<file path="src/rtl/warp_mem_arbiter_if.sv">
// warp_mem_arbiter_if
// Bundles the requester-side and memory-side buses of the warp memory arbiter.
//   req_*      : per-requester request handshake, packed address/data, load/store flag
//   resp_*     : one-hot read-response strobe plus shared read data
//   mem_req_*  : downstream request (valid/ready handshake) toward the RoCC memory port
//   mem_resp_* : downstream read-response beat (no back-pressure)
// Modport master is the arbiter's view; modport slave is the surrounding
// environment (lane memory units plus the engine's top-level memory port).
interface warp_mem_arbiter_if #(
    parameter int NUM_REQ    = 4,
    parameter int ADDR_WIDTH = 32,
    parameter int DATA_WIDTH = 32
);
    logic [NUM_REQ-1:0]            req_valid;
    logic [NUM_REQ-1:0]            req_ready;
    logic [NUM_REQ*ADDR_WIDTH-1:0] req_addr;
    logic [NUM_REQ-1:0]            req_write;
    logic [NUM_REQ*DATA_WIDTH-1:0] req_data;
    logic [NUM_REQ-1:0]            resp_valid;
    logic [DATA_WIDTH-1:0]         resp_data;
    logic                          mem_req_valid;
    logic                          mem_req_ready;
    logic [ADDR_WIDTH-1:0]         mem_req_addr;
    logic                          mem_req_write;
    logic [DATA_WIDTH-1:0]         mem_req_data;
    logic                          mem_resp_valid;
    logic [DATA_WIDTH-1:0]         mem_resp_data;

    modport master (
        input  req_valid, req_addr, req_write, req_data,
        output req_ready, resp_valid, resp_data,
        output mem_req_valid, mem_req_addr, mem_req_write, mem_req_data,
        input  mem_req_ready, mem_resp_valid, mem_resp_data
    );

    modport slave (
        output req_valid, req_addr, req_write, req_data,
        input  req_ready, resp_valid, resp_data,
        input  mem_req_valid, mem_req_addr, mem_req_write, mem_req_data,
        output mem_req_ready, mem_resp_valid, mem_resp_data
    );
endinterface

</file>
<file path="src/rtl/warp_mem_arbiter.sv">
// warp_mem_arbiter
// Round-robin arbiter sharing the warp engine's single memory port among
// NUM_REQ requesters. One winner per cycle is registered into a holding stage
// that drives mem_req_*. Every accepted read pushes its requester ID into an
// in-order tag FIFO; each untagged mem_resp beat pops the head ID and is
// steered to that requester as a one-hot resp_valid strobe.
// Ports:
//   clk, rst_n          : clock, asynchronous active-low reset
//   bus (master)        : requester and memory buses (see warp_mem_arbiter_if)
//   outstanding         : reads captured but not yet answered (tag FIFO occupancy)
//   err_unexpected_resp : sticky, a response arrived with no read outstanding
module warp_mem_arbiter #(
    parameter int NUM_REQ         = 4,
    parameter int ADDR_WIDTH      = 32,
    parameter int DATA_WIDTH      = 32,
    parameter int MAX_OUTSTANDING = 8
) (
    input  logic                              clk,
    input  logic                              rst_n,
    warp_mem_arbiter_if.master                bus,
    output logic [$clog2(MAX_OUTSTANDING):0]  outstanding,
    output logic                              err_unexpected_resp
);
    localparam int IDX_W = $clog2(NUM_REQ);
    localparam int PTR_W = $clog2(MAX_OUTSTANDING);
    localparam int CNT_W = PTR_W + 1;

    // Holding stage
    logic                  hold_valid_r;
    logic [ADDR_WIDTH-1:0] hold_addr_r;
    logic                  hold_write_r;
    logic [DATA_WIDTH-1:0] hold_data_r;

    // Arbitration
    logic [IDX_W-1:0]   rr_ptr_r;
    logic [NUM_REQ-1:0] eligible_s;
    logic               found_s;
    logic [IDX_W-1:0]   win_idx_s;
    logic               cap_en_s;
    logic               accept_s;
    logic [NUM_REQ-1:0] req_ready_s;

    // Tag FIFO; pointers carry one extra wrap bit to tell full from empty
    logic [IDX_W-1:0] tag_mem_r [MAX_OUTSTANDING];
    logic [CNT_W-1:0] wr_ptr_r;
    logic [CNT_W-1:0] rd_ptr_r;
    logic             fifo_empty_s;
    logic             fifo_full_s;
    logic             push_s;
    logic             pop_s;
    logic [IDX_W-1:0] head_s;
    logic [NUM_REQ-1:0] resp_valid_s;

    assign fifo_empty_s = (wr_ptr_r == rd_ptr_r);
    assign fifo_full_s  = (wr_ptr_r[PTR_W] != rd_ptr_r[PTR_W]) &&
                          (wr_ptr_r[PTR_W-1:0] == rd_ptr_r[PTR_W-1:0]);
    assign head_s       = tag_mem_r[rd_ptr_r[PTR_W-1:0]];
    assign outstanding  = wr_ptr_r - rd_ptr_r;

    // A new request may be captured when the holding stage is empty or draining now
    assign cap_en_s = !hold_valid_r || bus.mem_req_ready;
    // Gated by rst_n so req_ready reads zero while reset is held
    assign accept_s = found_s && cap_en_s && rst_n;
    assign push_s   = accept_s && !bus.req_write[win_idx_s];
    assign pop_s    = bus.mem_resp_valid && !fifo_empty_s && rst_n;

    // Eligibility: reads need a free tag slot, writes never do
    always_comb begin
        eligible_s = '0;
        for (int i = 0; i < NUM_REQ; i++) begin
            eligible_s[i] = bus.req_valid[i] && (bus.req_write[i] || !fifo_full_s);
        end
    end

    // Round-robin search starting at rr_ptr_r, first eligible requester wins
    always_comb begin : arb_search
        int cand;
        found_s   = 1'b0;
        win_idx_s = '0;
        cand      = 0;
        for (int k = 0; k < NUM_REQ; k++) begin
            cand = (int'(rr_ptr_r) + k) % NUM_REQ;
            if (!found_s && eligible_s[IDX_W'(cand)]) begin
                found_s   = 1'b1;
                win_idx_s = IDX_W'(cand);
            end else begin
                found_s   = found_s;
                win_idx_s = win_idx_s;
            end
        end
    end

    // One-hot grant and one-hot response strobe decode
    always_comb begin
        req_ready_s  = '0;
        resp_valid_s = '0;
        for (int i = 0; i < NUM_REQ; i++) begin
            req_ready_s[i]  = accept_s && (win_idx_s == IDX_W'(i));
            resp_valid_s[i] = pop_s && (head_s == IDX_W'(i));
        end
    end

    assign bus.req_ready     = req_ready_s;
    assign bus.resp_valid    = resp_valid_s;
    assign bus.resp_data     = bus.mem_resp_data;
    assign bus.mem_req_valid = hold_valid_r;
    assign bus.mem_req_addr  = hold_addr_r;
    assign bus.mem_req_write = hold_write_r;
    assign bus.mem_req_data  = hold_data_r;

    // Holding stage: load the winner, otherwise drain on the downstream handshake
    always_ff @(posedge clk or negedge rst_n) begin
        if (!rst_n) begin
            hold_valid_r <= 1'b0;
            hold_addr_r  <= '0;
            hold_write_r <= 1'b0;
            hold_data_r  <= '0;
        end else if (accept_s) begin
            hold_valid_r <= 1'b1;
            hold_addr_r  <= bus.req_addr[int'(win_idx_s)*ADDR_WIDTH +: ADDR_WIDTH];
            hold_write_r <= bus.req_write[win_idx_s];
            hold_data_r  <= bus.req_data[int'(win_idx_s)*DATA_WIDTH +: DATA_WIDTH];
        end else if (bus.mem_req_ready) begin
            hold_valid_r <= 1'b0;
        end
    end

    // Round-robin pointer advances past the winner only on acceptance
    always_ff @(posedge clk or negedge rst_n) begin
        if (!rst_n) begin
            rr_ptr_r <= '0;
        end else if (accept_s) begin
            rr_ptr_r <= IDX_W'((int'(win_idx_s) + 1) % NUM_REQ);
        end
    end

    // Tag FIFO: push read IDs at capture, pop on every matched response beat
    always_ff @(posedge clk or negedge rst_n) begin
        if (!rst_n) begin
            wr_ptr_r <= '0;
            rd_ptr_r <= '0;
            for (int i = 0; i < MAX_OUTSTANDING; i++) begin
                tag_mem_r[i] <= '0;
            end
        end else begin
            if (push_s) begin
                tag_mem_r[wr_ptr_r[PTR_W-1:0]] <= win_idx_s;
                wr_ptr_r <= wr_ptr_r + CNT_W'(1);
            end
            if (pop_s) begin
                rd_ptr_r <= rd_ptr_r + CNT_W'(1);
            end
        end
    end

    // Sticky error: a response beat arrived with nothing outstanding
    always_ff @(posedge clk or negedge rst_n) begin
        if (!rst_n) begin
            err_unexpected_resp <= 1'b0;
        end else if (bus.mem_resp_valid && fifo_empty_s) begin
            err_unexpected_resp <= 1'b1;
        end
    end
endmodule

</file>
<file path="src/flat_wrapper.sv">
// flat-port wrapper written by rule: the top's interface ports become plain ports
module warp_mem_arbiter_flat 
#(
    parameter int NUM_REQ         = 4,
    parameter int ADDR_WIDTH      = 32,
    parameter int DATA_WIDTH      = 32,
    parameter int MAX_OUTSTANDING = 8
)
  (clk, rst_n, outstanding, err_unexpected_resp, bus_req_valid, bus_req_addr, bus_req_write, bus_req_data, bus_req_ready, bus_resp_valid, bus_resp_data, bus_mem_req_valid, bus_mem_req_addr, bus_mem_req_write, bus_mem_req_data, bus_mem_req_ready, bus_mem_resp_valid, bus_mem_resp_data);
  warp_mem_arbiter_if #(.NUM_REQ(NUM_REQ), .ADDR_WIDTH(ADDR_WIDTH), .DATA_WIDTH(DATA_WIDTH)) bus_i ();
  input  logic clk;
  input  logic rst_n;
  output logic [$clog2(MAX_OUTSTANDING):0] outstanding;
  output logic err_unexpected_resp;
  input wire logic [$bits(bus_i.req_valid)-1:0] bus_req_valid;
  input wire logic [$bits(bus_i.req_addr)-1:0] bus_req_addr;
  input wire logic [$bits(bus_i.req_write)-1:0] bus_req_write;
  input wire logic [$bits(bus_i.req_data)-1:0] bus_req_data;
  output wire logic [$bits(bus_i.req_ready)-1:0] bus_req_ready;
  output wire logic [$bits(bus_i.resp_valid)-1:0] bus_resp_valid;
  output wire logic [$bits(bus_i.resp_data)-1:0] bus_resp_data;
  output wire logic [$bits(bus_i.mem_req_valid)-1:0] bus_mem_req_valid;
  output wire logic [$bits(bus_i.mem_req_addr)-1:0] bus_mem_req_addr;
  output wire logic [$bits(bus_i.mem_req_write)-1:0] bus_mem_req_write;
  output wire logic [$bits(bus_i.mem_req_data)-1:0] bus_mem_req_data;
  input wire logic [$bits(bus_i.mem_req_ready)-1:0] bus_mem_req_ready;
  input wire logic [$bits(bus_i.mem_resp_valid)-1:0] bus_mem_resp_valid;
  input wire logic [$bits(bus_i.mem_resp_data)-1:0] bus_mem_resp_data;
  assign bus_i.req_valid = bus_req_valid;
  assign bus_i.req_addr = bus_req_addr;
  assign bus_i.req_write = bus_req_write;
  assign bus_i.req_data = bus_req_data;
  assign bus_req_ready = bus_i.req_ready;
  assign bus_resp_valid = bus_i.resp_valid;
  assign bus_resp_data = bus_i.resp_data;
  assign bus_mem_req_valid = bus_i.mem_req_valid;
  assign bus_mem_req_addr = bus_i.mem_req_addr;
  assign bus_mem_req_write = bus_i.mem_req_write;
  assign bus_mem_req_data = bus_i.mem_req_data;
  assign bus_i.mem_req_ready = bus_mem_req_ready;
  assign bus_i.mem_resp_valid = bus_mem_resp_valid;
  assign bus_i.mem_resp_data = bus_mem_resp_data;
  warp_mem_arbiter #(.NUM_REQ(NUM_REQ), .ADDR_WIDTH(ADDR_WIDTH), .DATA_WIDTH(DATA_WIDTH), .MAX_OUTSTANDING(MAX_OUTSTANDING)) u_core (.clk(clk), .rst_n(rst_n), .bus(bus_i), .outstanding(outstanding), .err_unexpected_resp(err_unexpected_resp));
endmodule
</file>
<file path="config.mk">
export PLATFORM = sky130hd
export DESIGN_NAME = warp_mem_arbiter_flat
export DESIGN_NICKNAME = d
export VERILOG_FILES = /design/src/rtl/warp_mem_arbiter_if.sv /design/src/rtl/warp_mem_arbiter.sv /design/src/flat_wrapper.sv
export SDC_FILE = /design/constraint.sdc
export NUM_CORES = 1
export LEC_CHECK = 0
export ABC_AREA = 1
export BUFFER_PORTS_ARGS = -buffer_cell sky130_fd_sc_hd__buf_4
export CORE_AREA = 2 2 162 164
export DETAILED_ROUTE_END_ITERATION = 12
export DIE_AREA = 0 0 164 166
export PLACE_DENSITY_LB_ADDON = 0.15
export SYNTH_ARGS = -nofsm -noshare
export SYNTH_HDL_FRONTEND = slang
export SYNTH_SLANG_ARGS = --single-unit
</file>
<file path="constraint.sdc">
create_clock -name clk -period 2.58 [get_ports clk]
set_input_delay 0 -clock clk [delete_from_list [all_inputs] [get_ports clk]]
set_output_delay 0 -clock clk [all_outputs]
set_load 0.1 [all_outputs]
</file>
Word level (Yosys, flattened, before mapping)
Index checks and enable logic that the tools add are counted.

Bits in registers: 93. Bits of input ports: 300. Output and inout bits: 111. Word-level logic and storage cells: 112.

Add/subtract/negate cells: 7. Order comparisons: 8. Equal/unequal tests: 9. Shift-type cells: 2. Mux-type cells: 30. Bitwise gates (word level): 2. Reduce and logical (&&, ||, !) cells: 38.

Operator list (number): $shiftx A128 B8 Y32 (2); $logic_and A1 B1 Y1 (23); $bwmux W16 (1); $lt A2 B4 Y1 const B (4); $mux W1 (15); $mux W2 (7); $bmux W1 S2 (5); $add A4 B1 Y4 const B (2); $eq A2 B2 Y1 const B (4); $ge A4 B4 Y1 const B (2); $not A3 Y4 (2); $logic_not A1 Y1 (7); $bmux W2 S3 (1); $demux W2 S3 (1); $logic_or A1 B1 Y1 (5); $add A2 B1 Y2 const B (2); $add A2 B2 Y2 const B (2); $eq A2 B1 Y1 const B (2); $eq A4 B4 Y1 (1); $logic_not A2 Y1 (2); $lt A4 B1 Y1 const B (1); $sub A4 B4 Y4 (1); $eq A3 B3 Y1 (1); $lt A2 B3 Y1 const B (1); other kinds (2) (2).

Depth between registers and ports, before layout
Word-level depth: 22. Gate-level depth with buffers: 20. Gate-level depth less buffers: 19.

Worst setup path before layout
Ideal clock, no wire load.

Path type: register to output. Start point: register u_core.rd_ptr_r[1]. End point: output port bus_req_ready[2]. Data arrival time: 3.636 ns. Required time: 2.580 ns. Path slack: -1.056 ns. Stages on the path, launching flop included: 18. Buffers on the path: 2. Cells stage by stage: dfrtp_1 inv_1 ha_1 nand2_1 nor2_4 nand3_1 nand3_2 nand3_1 nand2_2 nand2_2 nand2_1 nand3_1 nand2_1 buf_2 buf_2 ha_1 inv_1 nor2_1.

Elaborated cells on any way between the ends: 41. Those cells by class: eq/ne: 2; mux: 20; reduce/logical: 19.

RTL lines: start: declaration (line warp_mem_arbiter.sv:46) `logic [CNT_W-1:0] rd_ptr_r;`; start signal: assignment (line warp_mem_arbiter.sv:151) `rd_ptr_r <= rd_ptr_r + CNT_W'(1);`; $eq A3 B3 Y1 (*) (line warp_mem_arbiter.sv:56) `(wr_ptr_r[PTR_W-1:0] == rd_ptr_r[PTR_W-1:0]);`; $logic_and A1 B1 Y1 (*) (line warp_mem_arbiter.sv:55) `assign fifo_full_s = (wr_ptr_r[PTR_W] != rd_ptr_r[PTR_W]) &&`; $logic_not A1 Y1 (*) (line warp_mem_arbiter.sv:71) `eligible_s[i] = bus.req_valid[i] && (bus.req_write[i] || !fifo_full_s);`; $logic_or A1 B1 Y1 (line warp_mem_arbiter.sv:71); $logic_and A1 B1 Y1 (line warp_mem_arbiter.sv:71); $bmux W1 S2 (line warp_mem_arbiter.sv:83) `if (!found_s && eligible_s[IDX_W'(cand)]) begin`; $mux W1 (not written as such) (2 in series) (line warp_mem_arbiter.sv:83); $mux W1 (line warp_mem_arbiter.sv:83); [... 4 more ...]; $logic_and A1 B1 Y1 (line warp_mem_arbiter.sv:83); $mux W1 (line warp_mem_arbiter.sv:83); $logic_not A1 Y1 (line warp_mem_arbiter.sv:83); $logic_and A1 B1 Y1 (line warp_mem_arbiter.sv:83); $mux W2 (*) (line warp_mem_arbiter.sv:83); named net u_core.win_idx_s[1] (line warp_mem_arbiter.sv:38) `logic [IDX_W-1:0] win_idx_s;`; $eq A2 B2 Y1 (*) (line warp_mem_arbiter.sv:98) `req_ready_s[i] = accept_s && (win_idx_s == IDX_W'(i));`; $logic_and A1 B1 Y1 (*) (line warp_mem_arbiter.sv:98); end: declaration (line flat_wrapper.sv:19) `output wire logic [$bits(bus_i.req_ready)-1:0] bus_req_ready;`.

The timed path passes the listed nets; every way through them passes the cells marked *. The select of a mux whose other input is x is not followed.

Worst setup path after layout
Start point: register u_core.rd_ptr_r[0]. End point: output port bus_req_ready[3].

Longest elaborated chain between the ends: 21. Elaborated cells on any way between the ends: 41. Those cells by class: eq/ne: 2; mux: 20; reduce/logical: 19.

RTL lines: $eq A3 B3 Y1 (*) (line warp_mem_arbiter.sv:56); $logic_and A1 B1 Y1 (*) (line warp_mem_arbiter.sv:55); $logic_not A1 Y1 (*) (line warp_mem_arbiter.sv:71); $logic_or A1 B1 Y1 (line warp_mem_arbiter.sv:71); $logic_and A1 B1 Y1 (line warp_mem_arbiter.sv:71); $bmux W1 S2 (line warp_mem_arbiter.sv:83); $mux W1 (not written as such) (2 in series) (line warp_mem_arbiter.sv:83); $mux W1 (line warp_mem_arbiter.sv:83); [... 3 more ...]; $logic_not A1 Y1 (line warp_mem_arbiter.sv:83); $logic_and A1 B1 Y1 (line warp_mem_arbiter.sv:83); $mux W1 (line warp_mem_arbiter.sv:83); $logic_not A1 Y1 (line warp_mem_arbiter.sv:83); $logic_and A1 B1 Y1 (line warp_mem_arbiter.sv:83); $mux W1 (line warp_mem_arbiter.sv:83); $logic_and A1 B1 Y1 (2 in series) (line warp_mem_arbiter.sv:63) `assign accept_s = found_s && cap_en_s && rst_n;`; $logic_and A1 B1 Y1 (*) (line warp_mem_arbiter.sv:98).

Every way passes the cells marked *; elsewhere a longest branch is shown, timed or not. The select of a mux whose other input is x is not followed.

==> impl_metrics.toml <==
[run_status]
status = "complete, but fails checks"
violations = "negative setup slack"

[setup_path]
crit_chain = "ha_4 > nand2_4 > nor2_4 > nand3_2 > nand3_2 > nand2_4 > o21ai_4 > nand4_1 > nand2_4 > buf_12 > buf_6 > ha_4 > inv_2 > nor2_4 > buf_12"
worstPathRequired_ps = 2580
path_max_fanout = 6
max_stage_delay_ps = 420
cp_slowest_cell = "dfrtp_1"
cp.arrival_ps = 2890
worstSetupPathType = "flop to primary output"
cp-end-kind = "primary output"
critical_path.most_common_cell = "nand2_4"
start_kind = "flop"

[floorplan]
std_cell_rows = 59
ios = 411
coreArea_mm2 = 0.0256
fp.dieArea_mm2 = 0.0272
die_h_um = 166
die_w_um = 164
start_util = 0.258

[timing]
hold_viol_final = 0
layout_setup_ws_ps = -310
hold_slack_ps = 0.0279
timing.final.crit_share = 1.12
finalSetupViolCount = 88
setup_tns_ps = -19460
maxSlewViolCount = 0
post-route-min-period_ps = 2890
clock_skew_ps = 10.2
fmax_mhz = 346
slew_headroom = 0.623
tightest_slew_ps = 566
rsz0062_at_grt = "true"

[worst_hold_path]
hold_path_class = "primary input to primary output"

[placement]
placed_cell_area_mm2 = 0.00990
io_buffers = 346
routabilityCongestion = 0.878
place_ws_ps = -119
dpl.hpwl_mm = 21.3

[global_routing]
grt-busiest-layer = "met2"
grt_max_degree = 39
grt.met3_usage = 0.0509
use_met1 = 0.293
grt_use_met2 = 0.472
grt_overflow = 0
grt_pass1_vias = 10100
grt_pass1_wl_mm = 55.0
grt_use_total = 0.263
antenna_found_initial = 0

[finish]
layout-drive-gt1-share = 0.524
multi_input_area_mm2 = 0.00545
area_growth_pct = 136
final_nets = 1945
seqCellArea_mm2 = 0.00233
finalInstanceArea_mm2 = 0.0156
n_antenna_cell = 0
n_fill_cell = 2048

[drt]
post_drt_wl_per_cell_um = 19.1
viasPerCell = 4.89
vias = 9656
drtIter0Drc = 559
dr.pass1.iters = 5
antenna_left = 0
drcViolationCount = 0
wirelength_mm = 37.8

[clock_tree]
cts_buffers = 9
clk_pin_slew_ps = 80
clk_latency_ps = 360
htreeDepth = 3
cts.sink_count = 93
cts_tree = "yes"
cts-root-buf = "clkbuf_16"
clockBufferDepth = 2

[synth]
ys_top_cells_by_area = "dfrtp_1 (35%), nand2_1 (26%), nand3_1 (17%)"
synth_area_mm2 = 0.00662
ys_seq_elements = 93
seq_area_frac_synth = 0.352
synth_top_area_cell = "dfrtp_1"
synth_fp_nets = 1315
yosys.area.top_type_share = 0.352
syn_inst = 1005
yosysWarnings = 0
syn_area_per_cell_um2 = 6.58
synth.distinct_cells = 30

[run]
drv_cap = 0
## layout make-up
class / instances / share of cell area
Clock buffer: 10 / 0.0153
Clock inverter: 6 / 0.00352
Inverter: 34 / 0.00929
Multi-Input combinational cell: 787 / 0.349
Sequential cell: 93 / 0.149
Tap cell: 335 / 0.0268
Timing Repair Buffer: 710 / 0.447
## state kept, by name (all words and copies together) (netlist names)
signal and cells:
u_core.bus.mem_req_addr 32, u_core.err_unexpected_resp 1, u_core.bus.mem_req_data 32, u_core.rr_ptr_r 2, u_core.rd_ptr_r 4, u_core.tag_mem_r 16, u_core.bus.mem_req_write 1, u_core.bus.mem_req_valid 1
u_core.wr_ptr_r 4
## cell usage in the layout (no fill, tap or decap), types with 7 or more instances in the layout
master	count
buf_16	21
dfrtp_1	92
nand2_4	76
o21ai_0	13
nand3_2	172
inv_2	7
clkbuf_16	12
nor2_1	20
nand4_1	10
buf_4	387
buf_6	21
dlygate4sd3_1	237
inv_1	22
nand3_1	56
buf_12	34
nand2_1	310
ha_4	7
nand3_4	13
nand2_2	76
nor2_4	8
## per-stage QoR
stage,cells,utilization
6_report,1975,0.610
5_1_grt,1975,0.610
4_1_cts,1963,0.579
3_5_place_dp,1653,0.386
3_3_place_gp,1653,0.386
2_1_floorplan,1005,-
## Yosys cell counts
cell type / count
a21oi_1: 2
a31o_2: 1
buf_1: 1
buf_2: 38
buf_4: 43
buf_8: 1
clkbuf_1: 11
clkinv_1: 1
dfrtp_1: 93
fa_1: 1
ha_1: 9
inv_1: 28
inv_2: 5
nand2_1: 459
nand2_2: 3
nand2_4: 1
nand3_1: 229
nand3_2: 10
nand3_4: 2
nand4_1: 10
nand4_4: 1
nor2_1: 25
nor2_4: 1
nor2_8: 1
o21a_1: 1
o21ai_0: 15
o21ai_4: 1
o22ai_1: 4
xnor2_1: 3
xor2_1: 5
## critical path, delay by kind of cell (launching register included)
| kind | cells | cell delay (ps) |
|---|---|---|
| AOI/OAI and AO/OA | 1 | 260 |
| adders and majority gates | 2 | 400 |
| DFF | 1 | 420 |
| buffers and inverters | 4 | 420 |
| and+or+nand+nor | 8 | 1010 |
## path summary, 6_finish.rpt
path                       cells after the start  slack [ps]                     endpoint                  startpoint
hold reg to reg                                1         480   u_core.err_unexpected_resp  u_core.err_unexpected_resp
setup reg to reg                              20        -300  u_core.bus.mem_req_data[16]          u_core.rd_ptr_r[0]
min in group asynchronous                      2         140  u_core.bus.mem_req_data[15]                       rst_n
hold / removal                                 0        0.03            bus_resp_data[17]       bus_mem_resp_data[17]
max in group asynchronous                      3        1500   u_core.bus.mem_req_data[3]                       rst_n
setup / recovery                              15        -310             bus_req_ready[3]          u_core.rd_ptr_r[0]
## routing by layer
layer / wire, µm / vias up
li1: - / 4500
met1: 14300 / 4561
met2: 19500 / 483
met3: 2360 / 112
met4: 1670 / 0
met5: 0 / -
## cells by family after synthesis
group | after synthesis | synth area share
AND/OR/NAND/NOR | 742 | 0.490
buffers and inverters | 128 | 0.106
flip-flops | 93 | 0.352
AO/OA/AOI/OAI | 24 | 0.0216
adder cells (fa/ha/maj) | 10 | 0.0200
XOR/XNOR | 8 | 0.0106
## repair_timing
item,4_1_cts,5_1_grt
endpoints found under the hold margin,91,3
endpoints found under the setup margin,89,90
gates resized for setup,328,183
buffers inserted,29,13
pin swaps,96,85
hold buffers,234,3
gates cloned,31,3
Power is left out: the tool's default activity adds up to more than one toggle a clock period on the data nets, which glitch-free logic cannot reach.
